--- src/rtl/axi_burst_master.sv ---
// rtl/axi_burst_master.sv - single-outstanding AXI4 INCR burst initiator driven by a local command port
//
// Optional feature macro: AXI_BURST_MASTER_STATS_EN
//   defined   : stat_rd_beats / stat_wr_beats count R / W handshakes (32-bit, wrap, reset-only clear)
//   undefined : both stat outputs tied to 0
//
// Ports
//   clk_if, resetn                  clock, synchronous active-low reset
//   cmd_valid/cmd_ready/cmd_rd/cmd_addr/cmd_len   one command -> one INCR burst (len = beats-1)
//   wr_data/wr_strb/wr_valid/wr_ready             write payload stream (passed to W channel)
//   rd_data/rd_last/rd_valid/rd_ready             read payload stream (from R channel)
//   done_valid/done_resp            one-cycle completion pulse with AXI resp encoding
//   stat_rd_beats/stat_wr_beats     beat counters
//   m_axi_aw*/w*/b*/ar*/r*          AXI4 master port

`ifndef DDR_DATA_WIDTH
`define DDR_DATA_WIDTH 128
`endif
`ifndef ADDR_WIDTH
`define ADDR_WIDTH 32
`endif
`ifndef ID_WIDTH
`define ID_WIDTH 4
`endif

module axi_burst_master #(
    parameter int DATA_WIDTH = `DDR_DATA_WIDTH,
    parameter int ADDR_WIDTH = `ADDR_WIDTH,
    parameter int ID_WIDTH   = `ID_WIDTH,
    parameter int STRB_WIDTH = DATA_WIDTH / 8,
    parameter int AXI_ID     = 0
) (
    input  logic                  clk_if,
    input  logic                  resetn,
    input  logic                  cmd_valid,
    output logic                  cmd_ready,
    input  logic                  cmd_rd,
    input  logic [ADDR_WIDTH-1:0] cmd_addr,
    input  logic [7:0]            cmd_len,
    input  logic [DATA_WIDTH-1:0] wr_data,
    input  logic [STRB_WIDTH-1:0] wr_strb,
    input  logic                  wr_valid,
    output logic                  wr_ready,
    output logic [DATA_WIDTH-1:0] rd_data,
    output logic                  rd_last,
    output logic                  rd_valid,
    input  logic                  rd_ready,
    output logic                  done_valid,
    output logic [1:0]            done_resp,
    output logic [31:0]           stat_rd_beats,
    output logic [31:0]           stat_wr_beats,
    output logic [ID_WIDTH-1:0]   m_axi_awid,
    output logic [ADDR_WIDTH-1:0] m_axi_awaddr,
    output logic [7:0]            m_axi_awlen,
    output logic [2:0]            m_axi_awsize,
    output logic [1:0]            m_axi_awburst,
    output logic                  m_axi_awlock,
    output logic [3:0]            m_axi_awcache,
    output logic [2:0]            m_axi_awprot,
    output logic [3:0]            m_axi_awqos,
    output logic [3:0]            m_axi_awregion,
    output logic                  m_axi_awvalid,
    input  logic                  m_axi_awready,
    output logic [DATA_WIDTH-1:0] m_axi_wdata,
    output logic [STRB_WIDTH-1:0] m_axi_wstrb,
    output logic                  m_axi_wlast,
    output logic                  m_axi_wvalid,
    input  logic                  m_axi_wready,
    input  logic [ID_WIDTH-1:0]   m_axi_bid,
    input  logic [1:0]            m_axi_bresp,
    input  logic                  m_axi_bvalid,
    output logic                  m_axi_bready,
    output logic [ID_WIDTH-1:0]   m_axi_arid,
    output logic [ADDR_WIDTH-1:0] m_axi_araddr,
    output logic [7:0]            m_axi_arlen,
    output logic [2:0]            m_axi_arsize,
    output logic [1:0]            m_axi_arburst,
    output logic                  m_axi_arlock,
    output logic [3:0]            m_axi_arcache,
    output logic [2:0]            m_axi_arprot,
    output logic [3:0]            m_axi_arqos,
    output logic [3:0]            m_axi_arregion,
    output logic                  m_axi_arvalid,
    input  logic                  m_axi_arready,
    input  logic [ID_WIDTH-1:0]   m_axi_rid,
    input  logic [DATA_WIDTH-1:0] m_axi_rdata,
    input  logic [1:0]            m_axi_rresp,
    input  logic                  m_axi_rlast,
    input  logic                  m_axi_rvalid,
    output logic                  m_axi_rready
);

    localparam int SIZE = $clog2(STRB_WIDTH);

    typedef enum logic [2:0] {S_IDLE, S_AR, S_R, S_AW, S_W, S_B} state_t;

    state_t                  state, state_next;
    logic [ADDR_WIDTH-1:0]   addr_q;
    logic [7:0]              len_q;
    logic [7:0]              cnt_q;
    logic [1:0]              resp_q;
    logic [ADDR_WIDTH-1:0]   cmd_addr_al;
    logic [31:0]             span_end;
    logic                    cmd_fire, cross_4k, r_fire, w_fire, last_beat;
    logic [1:0]              r_beat_resp;
    logic                    unused_ids;

    assign unused_ids = ^{m_axi_bid, m_axi_rid};

    assign cmd_fire    = cmd_valid && (state == S_IDLE);
    assign cmd_addr_al = cmd_addr & ~ADDR_WIDTH'(STRB_WIDTH - 1);
    // End offset of the burst within its 4KB page; anything past 4096 crosses the page.
    assign span_end    = 32'(cmd_addr_al[11:0]) + (32'(cmd_len) + 32'd1) * 32'(STRB_WIDTH);
    assign cross_4k    = span_end > 32'd4096;
    assign last_beat   = (cnt_q == len_q);
    assign r_fire      = (state == S_R) && m_axi_rvalid && rd_ready;
    assign w_fire      = (state == S_W) && wr_valid && m_axi_wready;

    // Running worst-case read status including this beat; a misplaced rlast counts as SLVERR.
    always_comb begin
        r_beat_resp = m_axi_rresp;
        if ((m_axi_rlast != last_beat) && (r_beat_resp < 2'b10)) r_beat_resp = 2'b10;
        if (resp_q > r_beat_resp) r_beat_resp = resp_q;
    end

    always_ff @(posedge clk_if) begin
        if (!resetn) state <= S_IDLE;
        else         state <= state_next;
    end

    always_comb begin
        state_next = state;
        case (state)
            S_IDLE: if (cmd_fire && !cross_4k) state_next = cmd_rd ? S_AR : S_AW;
            S_AR:   if (m_axi_arready) state_next = S_R;
            S_R:    if (r_fire && last_beat) state_next = S_IDLE;
            S_AW:   if (m_axi_awready) state_next = S_W;
            S_W:    if (w_fire && last_beat) state_next = S_B;
            S_B:    if (m_axi_bvalid) state_next = S_IDLE;
            default: state_next = S_IDLE;
        endcase
    end

    always_comb begin
        cmd_ready     = (state == S_IDLE);
        m_axi_arvalid = (state == S_AR);
        m_axi_awvalid = (state == S_AW);
        rd_valid      = (state == S_R) && m_axi_rvalid;
        m_axi_rready  = (state == S_R) && rd_ready;
        rd_last       = (state == S_R) && last_beat;
        m_axi_wvalid  = (state == S_W) && wr_valid;
        wr_ready      = (state == S_W) && m_axi_wready;
        m_axi_wlast   = (state == S_W) && last_beat;
        m_axi_bready  = (state == S_B);
    end

    always_ff @(posedge clk_if) begin
        if (!resetn) begin
            addr_q     <= '0;
            len_q      <= '0;
            cnt_q      <= '0;
            resp_q     <= '0;
            done_valid <= 1'b0;
            done_resp  <= 2'b00;
        end else begin
            done_valid <= 1'b0;
            if (cmd_fire) begin
                addr_q <= cmd_addr_al;
                len_q  <= cmd_len;
                cnt_q  <= '0;
                resp_q <= 2'b00;
                if (cross_4k) begin
                    done_valid <= 1'b1;
                    done_resp  <= 2'b10;
                end
            end
            if (r_fire) begin
                resp_q <= r_beat_resp;
                if (last_beat) begin
                    done_valid <= 1'b1;
                    done_resp  <= r_beat_resp;
                end else begin
                    cnt_q <= cnt_q + 8'd1;
                end
            end
            if (w_fire && !last_beat) cnt_q <= cnt_q + 8'd1;
            if ((state == S_B) && m_axi_bvalid) begin
                done_valid <= 1'b1;
                done_resp  <= m_axi_bresp;
            end
        end
    end

`ifdef AXI_BURST_MASTER_STATS_EN
    logic [31:0] stat_rd_q, stat_wr_q;
    always_ff @(posedge clk_if) begin
        if (!resetn) begin
            stat_rd_q <= '0;
            stat_wr_q <= '0;
        end else begin
            if (r_fire) stat_rd_q <= stat_rd_q + 32'd1;
            if (w_fire) stat_wr_q <= stat_wr_q + 32'd1;
        end
    end
    assign stat_rd_beats = stat_rd_q;
    assign stat_wr_beats = stat_wr_q;
`else
    assign stat_rd_beats = '0;
    assign stat_wr_beats = '0;
`endif

    assign m_axi_awid     = ID_WIDTH'(AXI_ID);
    assign m_axi_awaddr   = addr_q;
    assign m_axi_awlen    = len_q;
    assign m_axi_awsize   = 3'(SIZE);
    assign m_axi_awburst  = 2'b01;
    assign m_axi_awlock   = 1'b0;
    assign m_axi_awcache  = 4'd0;
    assign m_axi_awprot   = 3'd0;
    assign m_axi_awqos    = 4'd0;
    assign m_axi_awregion = 4'd0;
    assign m_axi_arid     = ID_WIDTH'(AXI_ID);
    assign m_axi_araddr   = addr_q;
    assign m_axi_arlen    = len_q;
    assign m_axi_arsize   = 3'(SIZE);
    assign m_axi_arburst  = 2'b01;
    assign m_axi_arlock   = 1'b0;
    assign m_axi_arcache  = 4'd0;
    assign m_axi_arprot   = 3'd0;
    assign m_axi_arqos    = 4'd0;
    assign m_axi_arregion = 4'd0;
    assign m_axi_wdata    = wr_data;
    assign m_axi_wstrb    = wr_strb;
    assign rd_data        = m_axi_rdata;

endmodule

--- config.mk ---
export PLATFORM = sky130hd
export DESIGN_NAME = axi_burst_master
export DESIGN_NICKNAME = d
export VERILOG_FILES = /design/src/rtl/axi_burst_master.sv
export SDC_FILE = /design/constraint.sdc
export NUM_CORES = 1
export LEC_CHECK = 0
export ABC_CLOCK_PERIOD_IN_PS = 3200
export BUFFER_PORTS_ARGS = -buffer_cell sky130_fd_sc_hd__buf_2
export CAP_MARGIN = 15
export CORE_AREA = 2 2 316 318
export DETAILED_ROUTE_END_ITERATION = 7
export DIE_AREA = 0 0 318 320
export PLACE_DENSITY_LB_ADDON = 0.05
export SYNTH_ARGS = -nofsm -noshare
export SYNTH_HDL_FRONTEND = slang
export SYNTH_SLANG_ARGS = --single-unit
--- constraint.sdc ---
create_clock -name clk_if -period 3.2 [get_ports clk_if]
set_input_delay 0 -clock clk_if [delete_from_list [all_inputs] [get_ports clk_if]]
set_output_delay 0 -clock clk_if [all_outputs]
set_load 0.02 [all_outputs]
# Word level (Yosys, flattened, before mapping)
# Index checks and enable logic that the tools add are counted.
# op_classes
reduce_logical	20
order_cmp	3
n_eq_ne	13
addsub	3
n_mux	26
# ops
operator	n
8-bit 2-to-1 mux	4
2-bit 2-to-1 mux	10
3-bit 2-to-1 mux	6
3-bit case mux with 6 select lines	1
1-bit logical AND	15
12-bit by 13-bit adder with 14-bit output	1
14-bit by 13-bit > comparator with 1-bit output, second input constant	1
8-bit by 1-bit adder with 9-bit output, second input constant	1
8-bit by 1-bit adder with 8-bit output, second input constant	1
8-bit equality test	1
2-bit by 1-bit != test with 1-bit output, second input constant	4
3-bit by 2-bit equality test with 1-bit output, second input constant	2
3-bit equality test, second input constant	2
6-bit AND reduction	1
1-bit 2-to-1 mux	5
2-bit != test, second input constant	2
3-bit by 1-bit equality test with 1-bit output, second input constant	1
3-bit logical NOT	1
2-bit > comparator	1
1-bit logical NOT	2
2-bit < comparator, second input constant	1
2-bit nonzero test	1
1-bit != test	1
# totals
elab_cells	72
inputBits	336
output_inout_bits	479
reg_bits	52

# Logic depth before layout (Yosys ltp)
# Gate-level depths: netlist of run 1.
# logic_depth
ltp_word	9
depth_mapped	12
depth_no_buf	12

# Least setup slack after synthesis of run 1
# OpenSTA, ideal clock, no wires.
# synth_timing
path_kind	input to register
start	in cmd_len[5]
end	reg done_resp[1]
t_arrival_ns	2.486
n_path_buf	0
stages	10
required_time_ns	3.075
setup_ns	0.125
path_slack_ns	0.589
cell_sequence	and4_1 nand4_1 xnor2_1 ha_1 nor2b_1 a2111o_1 a211o_1 a2111oi_4 a211oi_2 o41a_1
# synth_via
elab_chain_cells	8
# synth_rtl
element	line_no	source
start, declared	39	input logic [7:0] cmd_len,
8-bit by 1-bit adder with 9-bit output (*)	113	assign span_end = 32'(cmd_addr_al[11:0]) + (32'(cmd_len) + 32'd1) * 32'(STRB_WIDTH);
12-bit by 13-bit adder with 14-bit output (*)	113	
14-bit by 13-bit > comparator with 1-bit output (*)	114	assign cross_4k = span_end > 32'd4096;
2-bit 2-to-1 mux (*)	172	if (cross_4k) begin
2-bit 2-to-1 mux (*)	167	if (cmd_fire) begin
2-bit 2-to-1 mux	179	if (last_beat) begin
2-bit 2-to-1 mux (*)	177	if (r_fire) begin
2-bit 2-to-1 mux (*)	187	if ((state == S_B) && m_axi_bvalid) begin
end signal, assigned	181	done_resp <= r_beat_resp;
end signal, assigned	189	done_resp <= m_axi_bresp;
end, declared	49	output logic [1:0] done_resp,
# Mark *: on every way between the ends. The rest lies on a longest branch, timed or not.
# A chain may end at the register's enable or synchronous reset.

# Final worst setup path of run 1
# layout_timing
start	in cmd_len[1]
end	reg done_resp[1]
# Same word-level chain as after synthesis.

==> results.ini, run 1 <==
[routing]
drt_iter0_markers = 127
detail_route.drc_violations = 0
finalWirelength_mm = 27.1
drtAntennaViolNets = 0
route.detailed.vias_per_inst = 2.07
dr_total_vias = 4092
routed_wire_length_per_instance_um = 13.7
dr.pass1.iters = 4

[final_layout]
drive_above_1_share = 0.290
fillers = 11586
fin_nets = 1036
area.growth.synth_to_final_pct = 4.50
fin_util = 0.0656
final_cell_area_um2 = 6430
non_filler_cells_in_the_finished_layout = 1974

[sta]
final_critical_delay_including_setup_and_external_delays_ps = 3100
final_min_period_over_clock_period = 0.969
final_critical_path_setup_slack_ps = 97.9
worst_slew_margin_rel = 0.554
timing_max_transition_violations_final = 0
final-setup-viol-count = 0
tns_ps = 0
max_freq_mhz = 322
final.hold.worst_slack_ps = 0.00656
timing.clock.skew_ps = 14.7
least_margin_pin_slew_ps = 669
hold_viol_final = 0

[worst_setup_path]
worstPathMaxFanout = 5
crit_path_end_kind = flip-flop
worst-r2r-setup-slack_ps = 370
ws_path_type = in2reg
reg2reg_to = done_resp[0]$_SDFF_PN0_
critPathMaxStageDelay_ps = 520
crit_end = done_resp[1]$_SDFF_PN0_
worstSetupStartpointType = input pin
timing.rr.start = m_axi_arlen[3]$_SDFFE_PN0P_
worst_setup_path_startpoint = cmd_len[1]
worstSetupPathDepth = 13
cp.required_ps = 3430
crit_path_top_delay_cell = dlygate4sd3_1
path_buf_inv = 3
crit_path_cell_trace = dlygate4sd3_1 -> buf_2 -> ha_4 -> nand2_1 -> xnor2_2 -> ha_2 -> o21ai_2 -> a2111o_1 -> a211o_1 -> a2111oi_4 -> buf_4 -> a211oi_2 -> o41a_1
timing.reg2reg.worst_path_depth = 14
critical-path-top-delay-family = compound AO/OA/AOI/OAI gates
critical_path_arrival_ps = 3330

[grt]
grt_usage = 0.0510
initial_antenna_violation_count = 1
grt_busiest_layer = met2
use_met3 = 0.0239
global_route.usage.met1 = 0.0615
overflow = 0
grt_pass1_vias = 4062
use_met2 = 0.0747
largest_net_degree_at_the_start_of_global_routing = 41
first_pass_grt_wire_length_mm = 35.3

[cts]
worstSkewPairLatency_ps = 350
cts_tree = done
max-clock-path-buffers = 2
h-tree-depth = 2
tritoncts_num_sinks = 52
cts-root-buf = clkbuf_16
post_cts_buffers = 0
worst_setup_hold_path_clk_slew_ps = 90
cts_inserted_buffers = 5

[floorplan]
die_height_um = 320
num_rows = 115
ios = 815
placeableCoreArea_um2 = 98000
chipWidth_um = 318
initial_core_util = 0.0628
area_enclosed_by_the_die_boundary_um2 = 102000

[placed_design]
detailed_place_hpwl_mm = 21.8
portBuffers = 136
dpl_worst_slack_ps = 80.6
place_inst = 1935
globalplace.congestion = 0.602
dpl_cell_area_um2 = 5870

[yosys]
synth_largest_type_area_fraction = 0.525
netlist_instances = 805
yosysTopAreaCell = buf_4
synth_warnings = 0
netlist-cell-type-count = 56
async_reset_ff_frac = 0
dominant_register_cell_in_the_synthesized_netlist = dfxtp_1
yosys-top-cells-area = buf_4 (52%), dfxtp_1 (17%), nand2_1 (5.1%)
seq_area_frac_synth = 0.169
synthesized_flop_and_latch_total = 52
synth_enable_flop_cells = 0
post_synth_instance_area_um2 = 6150
postSynthAreaPerCell_um2 = 7.64

[flow_run]
cap_viol_max_count = 0

[power_and_ir_drop]
fin_total_pwr_mw = 3.48
leakage_nw = 2.62
irDropWorstVdd_mv = 0.302
power_per_cell_area_nw_per_um2 = 541

[hold_path]
worst_hold_path_type = in2out
hold_start = wr_data[79]

[outcome]
outcome = completed

==> logic make-up (layout without fill, tap and decap cells) <==
family          count (synthesis)  count (layout)  synth area share
xor+xnor                       18              18            0.0256
fa+ha+maj                      15              15            0.0317
simple gates                  157             157             0.120
flops                          52              52             0.169
other cells                     2             123           0.00122
mux                             1               1           0.00163
buf+inv                       457             218             0.542
compound gates                103             103             0.109
==> sequential cells by signal, summed over array words and instances, names as in the netlist <==
signal / cells
cnt_q: 8
done_resp: 2
done_valid: 1
state: 3
m_axi_araddr: 28
resp_q: 2
m_axi_arlen: 8
==> area by class of cell <==
type | instances | area (µm²) | area share
inverter | 10 | 37.5 | 0.00584
multi-input combinational | 416 | 2270 | 0.353
antenna | 1 | 2.50 | 0.000389
tap | 1287 | 1610 | 0.251
sequential | 52 | 1040 | 0.162
clock inverter | 3 | 90.1 | 0.0140
clock buffer | 5 | 125 | 0.0195
timing repair buffer | 200 | 1250 | 0.194
==> worst min-delay path by stage <==
| stage | to | slack (ps) | depth (start not counted) |
|---|---|---|---|
| 2_1_floorplan | m_axi_wdata[0] | 110 | 1 |
| 3_3_place_gp | m_axi_wdata[0] | 0.1 | 0 |
| 3_5_place_dp | m_axi_wdata[0] | 0.1 | 0 |
| 4_1_cts | m_axi_wdata[0] | 0.1 | 0 |
| 5_1_grt | rd_data[117] | 0.03 | 0 |
| 6_report | m_axi_wdata[79] | 0.007 | 0 |
==> Yosys cell counts, drive strengths merged (4+ instances only) <==
library cell and number:
xnor2 5, a21oi 53, and2 5, and3 8
a211oi 5, inv 10, a211o 4, o21a 5
dfxtp 52, buf 433, nand2 84, nand3 8
or3 4, clkbuf 14, nor2b 7, ha 14
o21ai 12, nor2 25, or3b 6, xor2 13
==> placed cells by master (no fill, tap or decap), types with 2 or more instances in the layout <==
cell,instances
xnor2_1,3
nor3b_1,2
conb_1,122
a21oi_1,53
clkbuf_16,5
ha_1,12
nand3_1,8
a211oi_1,4
xnor2_2,2
a211o_1,4
nor2b_1,7
nor2_1,25
and3_1,8
and2_2,2
and2_1,3
a32o_1,3
inv_1,9
buf_4,33
nor4_2,2
dfxtp_1,52
buf_2,136
o21ai_0,5
nand2_1,83
or3_2,2
or3b_1,5
a31oi_1,2
o211ai_1,2
or3_1,2
bufinv_16,3
o21a_1,5
dlygate4sd3_1,30
o22ai_1,3
xor2_1,13
o21ai_1,6
nand4_1,2
==> per-layer routing <==
metal	vias up	share of wire
li1	1809	-
met1	1804	0.42
met2	339	0.43
met3	136	0.097
met4	4	0.044
met5	-	0.0040
==> power breakdown <==
group	total, mW	internal [mW]	switching [mW]
combinational	1.70	0.544	1.16
clock	0.912	0.532	0.380
sequential	0.866	0.751	0.116
==> timing repair <==
item | CTS | global route
setup endpoints to repair | 0 | 4
hold endpoints to repair | 30 | 0
hold buffers | 30 | 0
gates resized for setup | 0 | 7
Note: power is estimated with default switching activity, not from simulation.
==> run 2: changes to the inputs <==
Settings changed: ABC_CLOCK_PERIOD_IN_PS 3200 to 3620, MAX_ROUTING_LAYER set to met4.
Clock period 3.2 ns to 3.62 ns, I/O delays scaled along.
==> run 2 against run 1 <==
Against the previous run:
- flip-flop and latch count stayed put
- critical path type unchanged
- sequential share of layout area is 0.55 points higher
- combinational power is 17% lower
==> results.ini, run 2 (synthesis results as in run 1) <==
[grt]
first_pass_grt_wire_length_mm = 35.0  ; was 35.3 mm
grt_usage = 0.0515  ; was 0.0510
largest_net_degree_at_the_start_of_global_routing = 29  ; was 41
grt_pass1_vias = 4061  ; was 4,062
overflow = 0  ; unchanged
initial_antenna_violation_count = 2  ; was 1

[power_and_ir_drop]
power_per_cell_area_nw_per_um2 = 455  ; was 541 nW/µm²
irDropWorstVdd_mv = 0.173  ; was 0.302 mV
leakage_nw = 2.51  ; was 2.62 nW

[floorplan]
placeableCoreArea_um2 = 98000  ; unchanged
area_enclosed_by_the_die_boundary_um2 = 102000  ; unchanged
die_height_um = 320  ; unchanged
num_rows = 115  ; unchanged
initial_core_util = 0.0628  ; unchanged
chipWidth_um = 318  ; unchanged
ios = 815  ; unchanged

[cts]
tritoncts_num_sinks = 52  ; unchanged
worstSkewPairLatency_ps = 340  ; was 350 ps
ctsResizeCount = 0  ; unchanged
max-clock-path-buffers = 2  ; unchanged
cts-root-buf = clkbuf_16  ; unchanged
worst_setup_hold_path_clk_slew_ps = 90  ; about the same
h-tree-depth = 2  ; unchanged
cts_inserted_buffers = 5  ; unchanged
cts_tree = done  ; unchanged

[routing]
dr_total_vias = 4029  ; was 4,092
drtAntennaViolNets = 0  ; unchanged
dr.pass1.iters = 4  ; unchanged
routed_wire_length_per_instance_um = 13.6  ; was 13.7 µm
detail_route.drc_violations = 0  ; unchanged
drt_iter0_markers = 119  ; was 127
route.detailed.vias_per_inst = 2.06  ; was 2.07
finalWirelength_mm = 26.6  ; was 27.1 mm

[flow_run]
cap_viol_max_count = 0  ; unchanged

[final_layout]
largest_register_ffs = 28  ; unchanged
fin_nets = 1020  ; was 1,036
mostFrequentLayoutCells = buf_2 (136), conb_1 (122), nand2_1 (83)  ; unchanged
final_cell_area_um2 = 6210  ; was 6430 µm²
commonest_non_fill_non_tap_cell_in_the_layout = buf_2  ; unchanged
area.growth.synth_to_final_pct = 1.06  ; was 4.50%
fillers = 11616  ; was 11,586
drive_above_1_share = 0.263  ; was 0.290

[placed_design]
globalplace.congestion = 0.604  ; was 0.602
dpl_worst_slack_ps = 406  ; was 80.6 ps
portBuffers = 136  ; unchanged
detailed_place_hpwl_mm = 21.7  ; was 21.8 mm
dpl_cell_area_um2 = 5750  ; was 5870 µm²

[hold_path]
hold_path_depth = 0  ; unchanged
worst_hold_path_type = in2out  ; unchanged

[sta]
final-setup-viol-count = 0  ; unchanged
least_margin_pin_slew_ps = 761  ; was 669 ps
hold_viol_final = 0  ; unchanged
worst_slew_margin_rel = 0.491  ; was 0.554
final_critical_delay_including_setup_and_external_delays_ps = 3370
setup_repair_after_global_routing_missed_its_margin = no
tns_ps = 0  ; unchanged
max_freq_mhz = 297
timing_max_transition_violations_final = 0  ; unchanged
timing.clock.skew_ps = 17.2  ; was 14.7 ps
final_min_period_over_clock_period = 0.931
final_critical_path_setup_slack_ps = 248  ; was 97.9 ps

[worst_setup_path]
ws_path_type = in2reg  ; unchanged
critical_path_arrival_ps = 3600  ; was 3330 ps
cp.required_ps = 3850  ; was 3430 ps
worstSetupStartpointType = input pin  ; unchanged
crit_path_end_kind = flip-flop  ; unchanged
timing.reg2reg.worst_path_depth = 11  ; was 14
worstPathMaxFanout = 5  ; unchanged

[outcome]
outcome = completed  ; unchanged

[run 2: metal layers]
metal  GRT usage  vias up  wire length [µm]
met5           -        -                 0
met4      0.0235        0              1130
met3      0.0237      136              2640
met2      0.0740      333             11400
met1      0.0607     1781             11400
li1            -     1779                 -
[run 2: layout make-up]
cell class | count | area [µm²] | share of cell area
flip-flops and latches | 52 | 1040 | 0.168
clock buffers | 6 | 129 | 0.0207
inverters | 10 | 37.5 | 0.00604
well taps | 1287 | 1610 | 0.259
multi-input cells | 416 | 2230 | 0.359
clock inverters | 2 | 35.0 | 0.00564
diodes | 2 | 5.00 | 0.000805
repair buffers | 184 | 1130 | 0.182
[run 2: what timing repair did]
item,CTS,global route
hold buffers,30,0
hold endpoints to repair,30,0
setup buffers,0,0
[run 2: worst max-delay path, stage by stage]
cell,delay [ps]
dlygate4sd3_1,530
buf_2,190
and4_1,260
nand4_1,130
xnor2_1,160
ha_1,350
nor2b_1,180
a2111o_1,410
a211o_1,320
a2111oi_4,340
buf_4,200
a211oi_2,100
o41a_1,430
[run 2: worst paths after layout]
path | from | end | slack (ps)
setup / recovery | cmd_len[3] | done_resp[1]$_SDFF_PN0_ | 250
hold / removal | m_axi_rdata[11] | rd_data[11] | 0.007
setup reg to reg | m_axi_arlen[3]$_SDFFE_PN0P_ | done_resp[0]$_SDFF_PN0_ | 670
hold reg to reg | m_axi_araddr[27]$_SDFFE_PN0P_ | m_axi_araddr[27]$_SDFFE_PN0P_ | 470
[run 2: report_power, final]
part | internal, mW | switching (mW)
clock network | 0.329 | 0.317
registers | 0.663 | 0.108
logic | 0.424 | 0.988
total | 1.42 | 1.41
[run 2: metrics by stage]
step / std cells / total power, mW / hold WS [ps] / util
after floorplan: 925 / 2.20 / 113 / -
after global placement: 1919 / 2.28 / 0.137 / 0.0586
after detailed placement: 1919 / 2.26 / 0.137 / 0.0586
after CTS: 1957 / 3.01 / 0.137 / 0.0634
after global routing: 1959 / 3.13 / 0.0283 / 0.0634
final: 1959 / 2.83 / 0.00655 / 0.0634
